`src/rtl/image_mem_arbiter.sv`:
```
// image_mem_arbiter: shares the dual-bank image memory between CPU and video scan-out
//
// Ports:
//   clk, rst_n                           clock, asynchronous active-low reset
//   cpu_req/we/addr/wdata -> cpu_gnt     CPU access request, held until granted
//   cpu_rvalid, cpu_rdata                CPU read return (pulse; data holds)
//   vid_req/addr -> vid_gnt              video read request, held until granted
//   vid_rvalid, vid_rdata                video read return (pulse; data holds)
//   mem_en/we/re/addr/wdata, mem_rdata   memory port (one access per cycle)
module image_mem_arbiter #(
    parameter int ADDR_W     = 15,
    parameter int DATA_W     = 16,
    parameter int READ_LAT   = 1,
    parameter int STARVE_MAX = 4
) (
    input  logic              clk,
    input  logic              rst_n,
    input  logic              cpu_req,
    input  logic              cpu_we,
    input  logic [ADDR_W-1:0] cpu_addr,
    input  logic [DATA_W-1:0] cpu_wdata,
    output logic              cpu_gnt,
    output logic              cpu_rvalid,
    output logic [DATA_W-1:0] cpu_rdata,
    input  logic              vid_req,
    input  logic [ADDR_W-1:0] vid_addr,
    output logic              vid_gnt,
    output logic              vid_rvalid,
    output logic [DATA_W-1:0] vid_rdata,
    output logic              mem_en,
    output logic              mem_we,
    output logic              mem_re,
    output logic [ADDR_W-1:0] mem_addr,
    output logic [DATA_W-1:0] mem_wdata,
    input  logic [DATA_W-1:0] mem_rdata
);
    typedef enum logic {VID_PRI, CPU_PRI} state_t;
    localparam int CW = (STARVE_MAX < 1) ? 1 : $clog2(STARVE_MAX + 1);
    state_t            state;
    logic [CW-1:0]     starve_cnt, cnt_next;
    logic [READ_LAT-1:0] pipe_valid, pipe_cpu;
    logic [DATA_W-1:0] cpu_hold, vid_hold;
    // grants are forced low while reset is asserted
    always_comb begin
        cpu_gnt   = rst_n && cpu_req && (state == CPU_PRI || !vid_req);
        vid_gnt   = rst_n && vid_req && !cpu_gnt;
        mem_en    = cpu_gnt || vid_gnt;
        mem_we    = cpu_gnt && cpu_we;
        mem_re    = vid_gnt || (cpu_gnt && !cpu_we);
        mem_addr  = cpu_gnt ? cpu_addr : vid_gnt ? vid_addr : '0;
        mem_wdata = cpu_gnt ? cpu_wdata : '0;
        // counter never needs to pass STARVE_MAX: reaching it forces a CPU grant
        cnt_next  = cpu_gnt ? '0 : (cpu_req && starve_cnt != CW'(STARVE_MAX)) ? starve_cnt + 1'b1 : starve_cnt;
    end
    // tail of the return pipeline lines up with mem_rdata for that read
    assign cpu_rvalid = pipe_valid[READ_LAT-1] && pipe_cpu[READ_LAT-1];
    assign vid_rvalid = pipe_valid[READ_LAT-1] && !pipe_cpu[READ_LAT-1];
    assign cpu_rdata  = cpu_rvalid ? mem_rdata : cpu_hold;
    assign vid_rdata  = vid_rvalid ? mem_rdata : vid_hold;
    always_ff @(posedge clk or negedge rst_n) begin
        if (!rst_n) begin
            state      <= VID_PRI;
            starve_cnt <= '0;
            pipe_valid <= '0;
            pipe_cpu   <= '0;
            cpu_hold   <= '0;
            vid_hold   <= '0;
        end else begin
            starve_cnt <= cnt_next;
            // checking the threshold first keeps STARVE_MAX=0 in CPU_PRI for good
            state      <= (cnt_next == CW'(STARVE_MAX)) ? CPU_PRI : cpu_gnt ? VID_PRI : state;
            pipe_valid <= (pipe_valid << 1) | READ_LAT'(mem_re);
            pipe_cpu   <= (pipe_cpu << 1) | READ_LAT'(cpu_gnt);
            if (cpu_rvalid) cpu_hold <= mem_rdata;
            if (vid_rvalid) vid_hold <= mem_rdata;
        end
    end
endmodule

```
`config.mk`:
```
export PLATFORM = sky130hd
export DESIGN_NAME = image_mem_arbiter
export DESIGN_NICKNAME = d
export VERILOG_FILES = /design/src/rtl/image_mem_arbiter.sv
export SDC_FILE = /design/constraint.sdc
export NUM_CORES = 1
export LEC_CHECK = 0
export BUFFER_PORTS_ARGS = -buffer_cell sky130_fd_sc_hd__buf_4
export CORE_MARGIN = 2
export CORE_UTILIZATION = 40
export DETAILED_ROUTE_END_ITERATION = 16
export PLACE_DENSITY = 0.81
export SYNTH_ARGS = -nofsm -noshare
export SYNTH_HDL_FRONTEND = slang
export SYNTH_SLANG_ARGS = --single-unit
```
`constraint.sdc`:
```
create_clock -name clk -period 2 [get_ports clk]
set_input_delay 0.3 -clock clk [delete_from_list [all_inputs] [get_ports clk]]
set_output_delay 0.3 -clock clk [all_outputs]
set_load 0.02 [all_outputs]
```
==> metrics <==
Finished Layout Cells approximately 330; Skew-Pair Late Insertion Delay 290 ps; Post-Syn Instances 135; Layout area overhead 68.42%; initial antenna violation count 0; met2 capacity usage during global routing 0.3520; post-route cell area ~3000 sq um; Seq/Total Area, Yosys 0.5322; hold_ws between 80 and 90 ps; Register Area ~950 sq um; vias in the first global route 1,638; CTS max path bufs 2; Final Hold Viols 0; clock root buffer clkbuf_8; I/O Pins 137; # fillers 355; die width 70.84 microns; mapped cell area 1787 sq um; number of port buffers 136; met3 Use GR 0.07977; EDFF count, synth 0; reg2reg start starve_cnt[0]$_DFF_PN0_; status completed; Critical Path Max Stage Delay 400 ps; GRT Total Usage 0.1984; Synth Flop Type dfrtp_1; Tcrit/Tclk final 0.9686; Initial Util 0.4132; most frequent cells in the layout 143 x buf_4, 38 x dfrtp_1, 32 x mux2_2, 17 x and2_1, 15 x a22o_1; Rows 24; Min Clock Period, post-route a little under 2000 ps; share of layout cells above drive strength 1 0.6726; kind of critical path reg -> out; largest net degree at the start of global routing 39; # setup viols final 0; GPL Wtd Cong 0.8233; kind of end point of the critical path output port; Crit-path slowest cell dfrtp_1; DIE AREA 5018 sq um; dpl cell area roughly 2900 sq um; ys async rst share 1.000; CP required between 1500 and 2000 ps; crit-path max FO 38; CTS Sinks 38; Cell Chain, Critical Path nand2b_1 > and3_1 > buf_12 > a22o_1 > buf_4; Avg Synthesized Cell Area about 13 sq um; Synth warnings 0; commonest non-fill, non-tap cell in the layout buf_4; critical path launch point type register; Tightest Hold Check Type in -> async; Synth Register Bits 38; DP HPWL 3899 microns; Final Max Tran Viols 0; core area 4324 sq um; Initial DRT Pass Iterations 4; initial drt markers 71; post-synth net total 204; DRC viols 0; r2r endpoint state$_DFFE_PN0P_; Buf/Inv on CP 2; FF-to-FF setup slack 470 ps; Max Clk Rate 516.2 MHz; WL final 5072 microns; nets 349; Worst-path clk slew 70 ps; CTS H-tree depth 2; max_slew headroom 0.6858; clk_skew 7.519 ps; CTS buffer count 5; grt ovf 0; Top Usage Layer GRT met2; Die Y 70.84 microns; vias after detailed routing 1,611; drt wl/cell 15.23 microns; cells on worst reg2reg path 5; Max Cap Viol 0; setup tns final 0 ps; maximum vdd drop 408.4 uV; Pwr Density 1154 nW/um^2; crit path DAT 1640 ps; first-pass GRT wire length 7714 microns; CP delay by family, top flip-flops; Leakage 1.562 nW; CTS tree built; area of the multi-input gates 760.7 sq um; met1 Resource Use GR 0.2211; synth unique cells 23; critical path startpoint state$_DFFE_PN0P_; dpl cells 321; # diodes 0; post-route ant nets 0; vias per inst just under 5; Worst-Margin Slew 471.3 ps; total power 3.472 mW
final cells by class:
class                           count  share of cell area
Clock buffer                        6             0.02744
Sequential cell                    38              0.3160
Clock inverter                      2            0.004158
Tap cell                           52             0.02162
Timing Repair Buffer              146              0.3705
Inverter                            6            0.007484
Multi-Input combinational cell     83              0.2528
sequential cells by signal, summed over array words and instances, names as in the netlist:
name / count
cpu_hold: 16
pipe_cpu: 1
pipe_valid: 1
starve_cnt: 3
state: 1
vid_hold: 16
cell usage after synthesis (all sizes together) (2+ instances only):
| master | count | area, sq um |
|---|---|---|
| a21oi | 2 | 13.76 |
| nand2 | 2 | 7.510 |
| nor2b | 3 | 18.77 |
| inv | 6 | 22.52 |
| buf | 8 | 55.05 |
| mux2 | 33 | 371.6 |
| and2 | 17 | 106.4 |
| ha | 2 | 25.02 |
| dfrtp | 38 | 950.9 |
| a22o | 15 | 131.4 |
per-layer routing:
layer / share of wire / wire length (microns)
met1: 0.36 / 1823
met5: 0 / 0
met3: 0.092 / 467
met4: 0.017 / 86
met2: 0.53 / 2696
stage by stage:
stage	setup WS, ps	utilization
6_report	62.78	0.6959
5_1_grt	-8.712	0.6959
4_1_cts	35.23	0.6872
3_5_place_dp	309.4	0.6620
3_3_place_gp	347.8	0.6620
2_1_floorplan	427.3	-
report_power, final:
part	internal (mW)	switching [mW]	total (mW)
sequential	1.07	0.0913	1.16
clock	0.277	0.264	0.541
combinational	0.868	0.900	1.77
total	2.22	1.26	3.47
worst max path at each step:
stage                          to  slack, ps  depth (start not counted)
floorplan           vid_rdata[14]        430                          4
global placement     vid_rdata[9]        350                          4
detailed placement    mem_addr[8]        310                          5
CTS                 vid_rdata[14]         40                          4
global route          mem_addr[8]         -9                          5
finish               mem_addr[10]         60                          5
worst register-to-register path, cell delays in order (launching register included):
cell	delay [ps]
dfrtp_1	350
inv_1	60
ha_1	220
a21boi_2	180
mux2_2	370
o32ai_2	250
kinds of logic (layout without fill, tap and decap cells):
| family | Yosys count | count (layout) | synth area share |
|---|---|---|---|
| DFF | 38 | 38 | 0.5322 |
| xor gates and xnor gates | 1 | 1 | 0.004903 |
| AOI/OAI and AO/OA | 22 | 22 | 0.1107 |
| muxes | 33 | 33 | 0.2080 |
| buffers and inverters | 14 | 160 | 0.04341 |
| and+or+nand+nor | 25 | 25 | 0.08684 |
| adders and majority gates | 2 | 2 | 0.01400 |
repair_timing:
item | 4_1_cts | 5_1_grt
resized for setup | 1 | 6
hold buffers | 1 | 0
endpoints found under the hold margin | 1 | 0
buffers inserted | 0 | 2
cloned | 0 | 1
endpoints found under the setup margin | 15 | 29
No activity file was read; power rests on OpenSTA's default activity.
